File: config.mk
export PLATFORM = sky130hd
export DESIGN_NAME = sd_spi_card_responder
export DESIGN_NICKNAME = d
export VERILOG_FILES = /design/src/rtl/sd_spi_card_responder.sv
export SDC_FILE = /design/constraint.sdc
export NUM_CORES = 1
export LEC_CHECK = 0
export BUFFER_PORTS_ARGS = -buffer_cell sky130_fd_sc_hd__buf_2
export CORE_UTILIZATION = 50
export DETAILED_ROUTE_END_ITERATION = 8
export PLACE_DENSITY_LB_ADDON = 0.3
export SLEW_MARGIN = 40
export SYNTH_ARGS = -nofsm -noshare
export SYNTH_HDL_FRONTEND = slang
export SYNTH_SLANG_ARGS = --single-unit
File: constraint.sdc
create_clock -name iCLK -period 3.19 [get_ports iCLK]
set_input_delay 0.638 -clock iCLK [delete_from_list [all_inputs] [get_ports iCLK]]
set_output_delay 0.638 -clock iCLK [all_outputs]
set_load 0.005 [all_outputs]
File: src/rtl/sd_spi_card_responder.sv
// SPI-mode SD card target: decodes host commands and serves CMD17 reads from a byte memory.
// Define SD_RESP_CRC_CHECK_EN to check command CRC7 and send a CRC16 of each data block.
module sd_spi_card_responder #(
    parameter int INIT_POLLS = 2,
    parameter int MEM_AW     = 16,
    parameter int MEM_LAT    = 2
) (
    input  logic              iCLK,
    input  logic              Reset,
    input  logic              SD_CLK,
    input  logic              SD_CS,
    input  logic              SD_MOSI,
    output logic              SD_MISO,
    output logic [MEM_AW-1:0] oMemAddr,
    input  logic [7:0]        iMemData,
    output logic              oIdle
);

    typedef enum logic [3:0] {
        HUNT, CMD, NCR, R1, RX_EXT, RD_NAC, TOKEN, DATA, CRC
    } state_t;

    typedef enum logic [1:0] {P_NONE, P_R7, P_R3, P_READ} post_t;

    localparam logic [3:0] MEM_LAT_W = 4'(MEM_LAT);

    state_t      state, state_n;
    post_t       post, post_n;
    logic [2:0]  sclk_s, cs_s;
    logic [1:0]  mosi_s;
    logic        sclk_rise, sclk_fall, cs_hi, byte_done;
    logic [2:0]  bit_cnt;
    logic [6:0]  rx_sr;
    logic [7:0]  rx_byte, tx_sr, tx_n, r1_val, crc_hi, crc_lo;
    logic [8:0]  cnt, cnt_n;
    logic [5:0]  cmd_idx;
    logic [31:0] arg, ext_word;
    logic [15:0] polls, polls_n;
    logic        app, app_n, idle_n, exec, addr_set, addr_inc, crc_bad;
    logic [40:0] base;
    logic        unused_bits;

    function automatic logic [7:0] ext_byte(input logic [31:0] w, input logic [1:0] k);
        logic [7:0] b;
        case (k)
            2'd0: b = w[31:24];
            2'd1: b = w[23:16];
            2'd2: b = w[15:8];
            2'd3: b = w[7:0];
        endcase
        return b;
    endfunction

`ifdef SD_RESP_CRC_CHECK_EN
    logic [7:0]  crc_rx;
    logic [15:0] crc16;

    function automatic logic [6:0] crc7_f(input logic [39:0] d);
        logic [6:0] c;
        c = '0;
        for (int i = 39; i >= 0; i--)
            c = (c[6] ^ d[i]) ? ({c[5:0], 1'b0} ^ 7'h09) : {c[5:0], 1'b0};
        return c;
    endfunction

    function automatic logic [15:0] crc16_f(input logic [15:0] c, input logic [7:0] d);
        logic [15:0] r;
        r = c ^ {d, 8'h00};
        for (int i = 0; i < 8; i++)
            r = r[15] ? ({r[14:0], 1'b0} ^ 16'h1021) : {r[14:0], 1'b0};
        return r;
    endfunction

    assign crc_bad = crc7_f({2'b01, cmd_idx, arg}) != crc_rx[7:1];
    assign crc_hi  = crc16[15:8];
    assign crc_lo  = crc16[7:0];
    assign unused_bits = ^{base, arg, crc_rx[0], MEM_LAT_W};

    always_ff @(posedge iCLK) begin
        if (Reset) begin
            crc_rx <= '0;
            crc16  <= '0;
        end else begin
            if (byte_done && state == CMD && cnt == 9'd4)
                crc_rx <= rx_byte;
            if (addr_set)
                crc16 <= '0;
            else if (addr_inc)
                crc16 <= crc16_f(crc16, iMemData);
        end
    end
`else
    assign crc_bad = 1'b0;
    assign crc_hi  = 8'hFF;
    assign crc_lo  = 8'hFF;
    assign unused_bits = ^{base, arg, MEM_LAT_W};
`endif

    assign sclk_rise = sclk_s[1] & ~sclk_s[2];
    assign sclk_fall = ~sclk_s[1] & sclk_s[2];
    assign cs_hi     = cs_s[1];
    assign rx_byte   = {rx_sr, mosi_s[1]};
    assign byte_done = sclk_rise & ~cs_hi & (bit_cnt == 3'd7);
    assign base      = {arg, 9'd0};
    assign ext_word  = (post == P_R7) ? {24'h000001, arg[7:0]} : 32'hC0FF8000;

    // Command execution, evaluated when the R1 byte is loaded
    always_comb begin
        r1_val  = {7'd0, oIdle};
        post_n  = P_NONE;
        idle_n  = oIdle;
        polls_n = polls;
        app_n   = 1'b0;
        if (crc_bad) begin
            r1_val = {4'd0, 1'b1, 2'd0, oIdle};
            app_n  = app;
        end else if (app) begin
            if (cmd_idx == 6'd41) begin
                if (polls < 16'(INIT_POLLS)) begin
                    r1_val  = 8'h01;
                    polls_n = polls + 16'd1;
                end else begin
                    r1_val = 8'h00;
                    idle_n = 1'b0;
                end
            end else begin
                r1_val = {5'd0, 1'b1, 1'b0, oIdle};
            end
        end else begin
            unique case (1'b1)
                cmd_idx == 6'd0: begin
                    r1_val  = 8'h01;
                    idle_n  = 1'b1;
                    polls_n = '0;
                end
                cmd_idx == 6'd8:  post_n = P_R7;
                cmd_idx == 6'd16: post_n = P_NONE;
                cmd_idx == 6'd17: begin
                    r1_val = oIdle ? 8'h05 : 8'h00;
                    post_n = oIdle ? P_NONE : P_READ;
                end
                cmd_idx == 6'd55: app_n = 1'b1;
                cmd_idx == 6'd58: post_n = P_R3;
                default: r1_val = {5'd0, 1'b1, 1'b0, oIdle};
            endcase
        end
    end

    always_comb begin
        state_n  = state;
        cnt_n    = cnt;
        tx_n     = 8'hFF;
        exec     = 1'b0;
        addr_set = 1'b0;
        addr_inc = 1'b0;
        if (cs_hi) begin
            state_n = HUNT;
        end else if (byte_done) begin
            unique case (state)
                HUNT: if (rx_byte[7:6] == 2'b01) begin
                    state_n = CMD;
                    cnt_n   = '0;
                end
                CMD: if (cnt == 9'd4) state_n = NCR;
                     else cnt_n = cnt + 9'd1;
                NCR: begin
                    state_n = R1;
                    tx_n    = r1_val;
                    exec    = 1'b1;
                end
                R1: begin
                    cnt_n = '0;
                    unique case (post)
                        P_R7, P_R3: begin
                            state_n = RX_EXT;
                            tx_n    = ext_byte(ext_word, 2'd0);
                        end
                        P_READ:  state_n = RD_NAC;
                        default: state_n = HUNT;
                    endcase
                end
                RX_EXT: if (cnt == 9'd3) begin
                    state_n = HUNT;
                end else begin
                    cnt_n = cnt + 9'd1;
                    tx_n  = ext_byte(ext_word, cnt[1:0] + 2'd1);
                end
                RD_NAC: begin
                    state_n  = TOKEN;
                    tx_n     = 8'hFE;
                    addr_set = 1'b1;
                end
                TOKEN: begin
                    state_n  = DATA;
                    cnt_n    = '0;
                    tx_n     = iMemData;
                    addr_inc = 1'b1;
                end
                DATA: if (cnt == 9'd511) begin
                    state_n = CRC;
                    cnt_n   = '0;
                    tx_n    = crc_hi;
                end else begin
                    cnt_n    = cnt + 9'd1;
                    tx_n     = iMemData;
                    addr_inc = 1'b1;
                end
                CRC: if (cnt == 9'd0) begin
                    cnt_n = 9'd1;
                    tx_n  = crc_lo;
                end else begin
                    state_n = HUNT;
                end
                default: state_n = HUNT;
            endcase
        end
    end

    always_ff @(posedge iCLK) begin
        if (Reset) begin
            state <= HUNT;
            cnt   <= '0;
        end else begin
            state <= state_n;
            cnt   <= cnt_n;
        end
    end

    always_ff @(posedge iCLK) begin
        if (Reset) begin
            sclk_s <= '0;
            cs_s   <= '1;
            mosi_s <= '0;
        end else begin
            sclk_s <= {sclk_s[1:0], SD_CLK};
            cs_s   <= {cs_s[1:0], SD_CS};
            mosi_s <= {mosi_s[0], SD_MOSI};
        end
    end

    always_ff @(posedge iCLK) begin
        if (Reset) begin
            bit_cnt  <= '0;
            rx_sr    <= '0;
            tx_sr    <= 8'hFF;
            SD_MISO  <= 1'b1;
            cmd_idx  <= '0;
            arg      <= '0;
            post     <= P_NONE;
            app      <= 1'b0;
            polls    <= '0;
            oIdle    <= 1'b1;
            oMemAddr <= '0;
        end else if (cs_hi) begin
            bit_cnt <= '0;
            tx_sr   <= 8'hFF;
            SD_MISO <= 1'b1;
        end else begin
            if (sclk_rise) begin
                rx_sr   <= rx_byte[6:0];
                bit_cnt <= bit_cnt + 3'd1;
            end
            // MISO moves on the falling edge so the host samples it stable on the rise
            if (byte_done)
                tx_sr <= tx_n;
            else if (sclk_fall) begin
                SD_MISO <= tx_sr[7];
                tx_sr   <= {tx_sr[6:0], 1'b1};
            end
            if (byte_done && state == HUNT)
                cmd_idx <= rx_byte[5:0];
            if (byte_done && state == CMD && cnt != 9'd4)
                arg <= {arg[23:0], rx_byte};
            if (exec) begin
                post  <= post_n;
                app   <= app_n;
                polls <= polls_n;
                oIdle <= idle_n;
            end
            if (addr_set)
                oMemAddr <= base[MEM_AW-1:0];
            else if (addr_inc)
                oMemAddr <= oMemAddr + MEM_AW'(1);
        end
    end

endmodule

# Word level (Yosys, flattened, before mapping)

Cells that the tools add are included.
W data, S select, Z words.

Flip-flop bits (word level): 89
Bits in latches: 0
Bits in writable memories: 0
Memory bits (read-only): 0
Input port bits: 13
Output and inout bits: 18
Logic and storage cells: 143
Memories: 0

Add/sub/neg operators: 5
Multipliers: 0
Divide/modulo/power cells: 0
Order comparisons: 1
Eq/ne operators: 37
Shift-type cells: 0
Multiplexer cells: 51
Bitwise operators: 8
Reductions and logical operators: 25

Operator list:

| cell                    | number |
|---|---|
| $mux W16                | 6 |
| $mux W8                 | 7 |
| $pmux W9 S6             | 1 |
| $pmux W8 S6             | 1 |
| $mux W9                 | 5 |
| $pmux W4 S9             | 1 |
| $add A16 B1 Y16 const B | 2 |
| $mux W32                | 1 |
| $pmux W8 S4             | 1 |
| $mux W4                 | 5 |
| $eq A6 B6 Y1 const B    | 3 |
| $ne A2 B2 Y1 const B    | 9 |
| $eq A4 B3 Y1 const B    | 4 |
| $lt A16 B2 Y1 const B   | 1 |
| $mux W1                 | 16 |
| $eq A6 B5 Y1 const B    | 2 |
| $reduce_and A2 Y1       | 6 |
| $reduce_and A5 Y1       | 2 |
| $add A9 B1 Y9 const B   | 1 |
| $eq A9 B2 Y1 const B    | 1 |
| $eq A9 B3 Y1 const B    | 1 |
| $eq A9 B9 Y1 const B    | 1 |
| $logic_not A9 Y1        | 1 |
| $ne A9 B3 Y1 const B    | 1 |
| 28 further kinds        | 48 |

# Logic depth before layout (Yosys ltp)

Word-level depth: 8
Mapped depth: 11
Depth with buffers taken out: 9

# Worst setup path before layout

OpenSTA, ideal clock, no wires.

Kind: reg2reg
Start: register cnt[0]
End: register oMemAddr[4]
Library setup time: 124 ps
Data arrival time: 2199 ps
Data required time: 3066 ps
Setup slack: 867 ps
Stages on the path, launching flop included: 12
Buffers on the path: 2
Clock period less this slack: 2323 ps
Path through: dfxtp_1 > ha_1 > clkbuf_1 > nand3_1 > nor2_1 > ha_1 > a21boi_0 > o2111a_1 > clkbuf_1 > nand4_1 > xor2_1 > nor2_1

Word-level cells in the longest chain between the ends: 7

Ends and longest elaborated chain:

| what                                | RTL line | source |
|---|---|---|
| start: declaration                  | 35       | `logic [8:0] cnt, cnt_n;` |
| start signal: assignment            | 225      | `cnt <= cnt_n;` |
| $eq A9 B9 Y1                        | 199      | `DATA: if (cnt == 9'd511) begin` |
| $mux W1                             | 199      |  |
| $pmux W1 S2                         | 159      | `unique case (state)` |
| $mux W1                             | 158      | `end else if (byte_done) begin` |
| $mux W1                             | 156      | `if (cs_hi) begin` |
| $reduce_bool A2 Y1 (no source line) | n/a      |  |
| $reduce_and A2 Y1 (no source line)  | n/a      |  |
| end signal: assignment              | 281      | `oMemAddr <= base[MEM_AW-1:0];` |
| end signal: assignment              | 283      | `oMemAddr <= oMemAddr + MEM_AW'(1);` |
| end: declaration                    | 14       | `output logic [MEM_AW-1:0] oMemAddr,` |

Every way passes these cells.
A chain may end at the register's enable or synchronous reset.

# Worst setup path in the final report

Start: register cnt[0]
End: register oMemAddr[10]

The elaborated chain is that of the path after synthesis.

==> results.md <==
- The count of unique library cells instantiated by Yosys is 67.
- The routed design could run at a clock period as short as 2.61 ns.
- Max-cap violations in this run came to 0.
- The worst setup path is captured at a flip-flop.
- For the pin with the worst max-slew slack, the measured transition is about 0.76 ns.
- The endpoint of the worst setup timing path is oMemAddr[10]$_SDFFE_PP0P_.
- The final total negative setup slack is 0 ns.
- Global routing used between 20% and 30% of the available tracks across all layers.
- Setup repair after global routing left no endpoint under its margin.
- The insertion delay to the later sink of the worst-skew pair is 0.36 ns.
- In this run, post-CTS hold repair placed 0 buffers.
- The via count of the first global-routing pass came to 3787.
- The Yosys warning count is 0.
- The most used flip-flop cell after synthesis is sky130_fd_sc_hd__dfxtp_1.
- The clock transition at the registers of the reported paths is ~0.09 ns.
- The number of antenna violations at the first check in global routing was 0.
- Setup violations remaining at the end of the flow were counted as 0.
- The critical path startpoint category is a flip-flop.
- The reg-to-reg critical path startpoint is cnt[0]$_SDFFE_PP0P_.
- Counting flops and latches in the post-synthesis netlist gives 89.
- The share of synthesized registers carrying an async set or reset is 0%.
- After clock tree synthesis, the repair step resized 0 gates.
- The number of buffers created by CTS is 9.
- The data arrival at the endpoint of the critical path is about 2.9 ns.
- In the layout the commonest cells are sky130_fd_sc_hd__dfxtp_1, sky130_fd_sc_hd__nor2_1, sky130_fd_sc_hd__nand2_1, sky130_fd_sc_hd__a21oi_1, sky130_fd_sc_hd__buf_2.
- The longest clock path from root to sink contains 2 buffers.
- The final route contains around 4000 vias.
- The placeable core area is 8850 um2.
- In the finished design, the share of the clock period the worst path needs comes to between 80 and 90%.
- The maximum level of the CTS H-tree is 3.
- The wire length of the first global-routing pass is 18100 um.
- Summed over all nets, the half-perimeter wirelength after detailed placement is 7440 um.
- The multi-input gate area in the final layout is 2640 um2.
- The total overflow left after global routing is 0.
- Leaving out fill and tap cells, the most frequent cell in the layout is sky130_fd_sc_hd__dfxtp_1.
- The number of max-slew violations in the final report is 0.
- The worst vdd rail ir drop is 0.000265 V.
- After the first detailed-routing iteration, the DRC count stood at roughly 290.
- The initial core utilization is 52.4%.
- The worst setup path is of the flip-flop to flip-flop kind.
- The sequential fraction of the synthesis area is between 30% and 40%.
- Before antenna repair, the detailed router went through 5 iterations.
- The die is 98.3 um wide.
- The buffer count from post-CTS setup fixing is 0.
- Pin placement for this block handled 31 I/O pins.
- Counting every sink on the clock net gives just under 90.
- The kind of path behind the tightest hold check is flip-flop to flip-flop.
- The leakage power total is approximately 1.9 nW.
- Along the worst path, the maximum fanout reaches 9.
- The launch point of the critical path is cnt[0]$_SDFFE_PP0P_.
- In this run the tightest slew margin relative to its limit is 49.4%.
- The area growth from synthesis to layout is 7.21%.
- In this run the remaining antenna-violating nets after routing total 0.
- Data on the critical path is required at its endpoint by 3.46 ns.
- The cell area power density is ~380 nW/um2.
- In the routed design, unresolved DRC markers number 0.
- Timing would allow up to approximately 0.38 GHz.
- The mapped netlist covers 4630 um2.
- The die area is 9660 um2.
- At the end of the flow, the number of nets in the layout was 582.
- The register-to-register setup slack is 0.58 ns.
- The maximum number of pins on one net before global-route repair is 38.
- The cell at the root of the clock tree is sky130_fd_sc_hd__clkbuf_8.
- Across the whole layout, storage elements account for 1780 um2.
- The via-per-instance ratio is 6.03.
- The post-route standard cell area excluding fillers is 4970 um2.
- The synthesized netlist cell count is ~550.
- The number of filler cells placed in the layout is about 820.
- In this run the mean area of a mapped cell was 8.44 um2.
- Routability-driven placement finished with a final weighted congestion of 0.906.
- The startpoint identified for the worst hold timing path is cs_s[0]$_SDFF_PP1_.
- The count of buffers from port buffering is 30.
- For this block, the routed nets add up to 10600 um of wire.
- Dividing the detail-routed wire length by the instance count gives 15.8 um.
- Yosys mapped a number of flops with a built-in enable equal to 0.
- The number of antenna repair diodes is 0.
- The placed standard-cell area is 4780 um2.
- TritonCTS built the clock tree.
- The number of hold violations in the final report is 0.
- The worst register-to-register path has a depth of 9.
- Of the cells placed in the final design, the portion with a size suffix greater than 1 is 12.3%.
- In this run the critical register-to-register path is captured at oMemAddr[10]$_SDFFE_PP0P_.
- On the final layout, the worst clock skew is 0.00745 ns.
- The flow ran to the end, and the final reports show no timing, DRC or antenna violations.
- The number of nets handed over by synthesis was between 500 and 600.
- The die height is 98.3 um.
- The initialized floorplan defines 34 standard-cell rows.
==> report_power, final <==
group / leakage, nW / switching (mW) / internal, mW
clock network: 0.0919 / 0.411 / 0.329
logic: 1.05 / 0.0260 / 0.0138
registers: 0.718 / 0.00264 / 1.11
total: 1.86 / 0.440 / 1.46
==> worst min-delay path by stage <==
stage | to | slack, ns | cells after the start
after floorplan | cs_s[1]$_SDFF_PP1_ | 0.39 | 1
after global placement | cs_s[1]$_SDFF_PP1_ | 0.39 | 1
after detailed placement | cs_s[1]$_SDFF_PP1_ | 0.41 | 1
after CTS | cs_s[1]$_SDFF_PP1_ | 0.43 | 1
after global routing | cs_s[1]$_SDFF_PP1_ | 0.45 | 1
final | cs_s[1]$_SDFF_PP1_ | 0.43 | 1
==> registers in the layout, summed over array words and instances (netlist names), 2 cells and up <==
register / cells
tx_sr: 8
mosi_s: 2
polls: 16
rx_sr: 7
oMemAddr: 16
arg: 8
cmd_idx: 6
bit_cnt: 3
cs_s: 2
post: 2
sclk_s: 3
cnt: 9
state: 4
==> cell families (layout without fill, tap and decap cells) <==
kind of cell	count (synthesis)	count (layout)	share of synthesized area (%)
AOI/OAI and AO/OA	109	109	16.3
muxes	26	26	5.62
buffers and inverters	47	60	4.59
adders and majority gates	12	12	3.24
and+or+nand+nor	253	253	29.4
DFF	89	89	38.5
xor gates and xnor gates	13	13	2.46
==> metrics by stage <==
| step | setup slack [ns] | hold slack [ns] | total power [mW] | instances | util (%) |
|---|---|---|---|---|---|
| 4_1_cts | 0.627 | 0.432 | 1.91 | 670 | 56.1 |
| 6_report | 0.584 | 0.429 | 1.90 | 670 | 56.1 |
| 3_3_place_gp | 0.733 | 0.394 | 1.18 | 654 | 53.9 |
| 5_1_grt | 0.320 | 0.446 | 1.96 | 670 | 56.1 |
| 2_1_floorplan | 0.867 | 0.389 | 1.17 | 549 | - |
| 3_5_place_dp | 0.655 | 0.410 | 1.18 | 654 | 54.0 |
==> synthesized netlist by cell type (4+ instances only) <==
cell type / count / area share, %
sky130_fd_sc_hd__xor2_1: 4 / 0.76
sky130_fd_sc_hd__nor3_1: 19 / 2.1
sky130_fd_sc_hd__and3_1: 10 / 1.4
sky130_fd_sc_hd__a2111oi_0: 5 / 0.95
sky130_fd_sc_hd__nor2b_1: 13 / 1.8
sky130_fd_sc_hd__xnor2_1: 9 / 1.7
sky130_fd_sc_hd__o31ai_1: 6 / 0.97
sky130_fd_sc_hd__dfxtp_1: 89 / 38
sky130_fd_sc_hd__nand4_1: 15 / 2.0
sky130_fd_sc_hd__nor4_1: 8 / 1.1
sky130_fd_sc_hd__nor2_1: 60 / 4.9
sky130_fd_sc_hd__or4_1: 6 / 0.97
sky130_fd_sc_hd__o32a_1: 4 / 0.86
sky130_fd_sc_hd__clkbuf_1: 24 / 1.9
sky130_fd_sc_hd__mux2i_1: 26 / 5.6
sky130_fd_sc_hd__nand2_1: 45 / 3.6
sky130_fd_sc_hd__ha_1: 12 / 3.2
sky130_fd_sc_hd__a21oi_1: 32 / 3.5
sky130_fd_sc_hd__o21ai_0: 21 / 2.3
sky130_fd_sc_hd__inv_1: 10 / 0.81
sky130_fd_sc_hd__nor4b_1: 4 / 0.76
sky130_fd_sc_hd__buf_2: 8 / 0.86
sky130_fd_sc_hd__and2_1: 14 / 1.9
sky130_fd_sc_hd__nand3_1: 19 / 2.1
sky130_fd_sc_hd__a211oi_1: 12 / 1.9
sky130_fd_sc_hd__nand2b_1: 10 / 1.4
sky130_fd_sc_hd__or2_2: 5 / 0.68
==> routing by layer <==
layer,track usage (%),up-vias,wire [um]
met5,0,-,0
met4,8.96,0,185
met3,2.79,20,406
met2,36.9,114,4940
met1,31.2,1912,5040
li1,-,1996,-
==> cell type report <==
cell class                      count  area share [%]
Inverter                           10           0.756
Clock buffer                       11            3.05
Tap cell                          108            2.72
Multi-Input combinational cell    413            53.2
Timing Repair Buffer               34            3.63
Clock inverter                      5           0.756
Sequential cell                    89            35.9
==> worst max-delay path, stage by stage (launching register included) <==
cell	delay, ns
sky130_fd_sc_hd__dfxtp_1	0.45
sky130_fd_sc_hd__ha_1	0.34
sky130_fd_sc_hd__nand3_1	0.11
sky130_fd_sc_hd__nor2_1	0.12
sky130_fd_sc_hd__ha_1	0.31
sky130_fd_sc_hd__a21boi_0	0.18
sky130_fd_sc_hd__o2111ai_2	0.49
sky130_fd_sc_hd__nor3_1	0.14
sky130_fd_sc_hd__xnor2_1	0.15
sky130_fd_sc_hd__a211oi_1	0.24
Note: power is estimated with default switching activity, not from simulation.
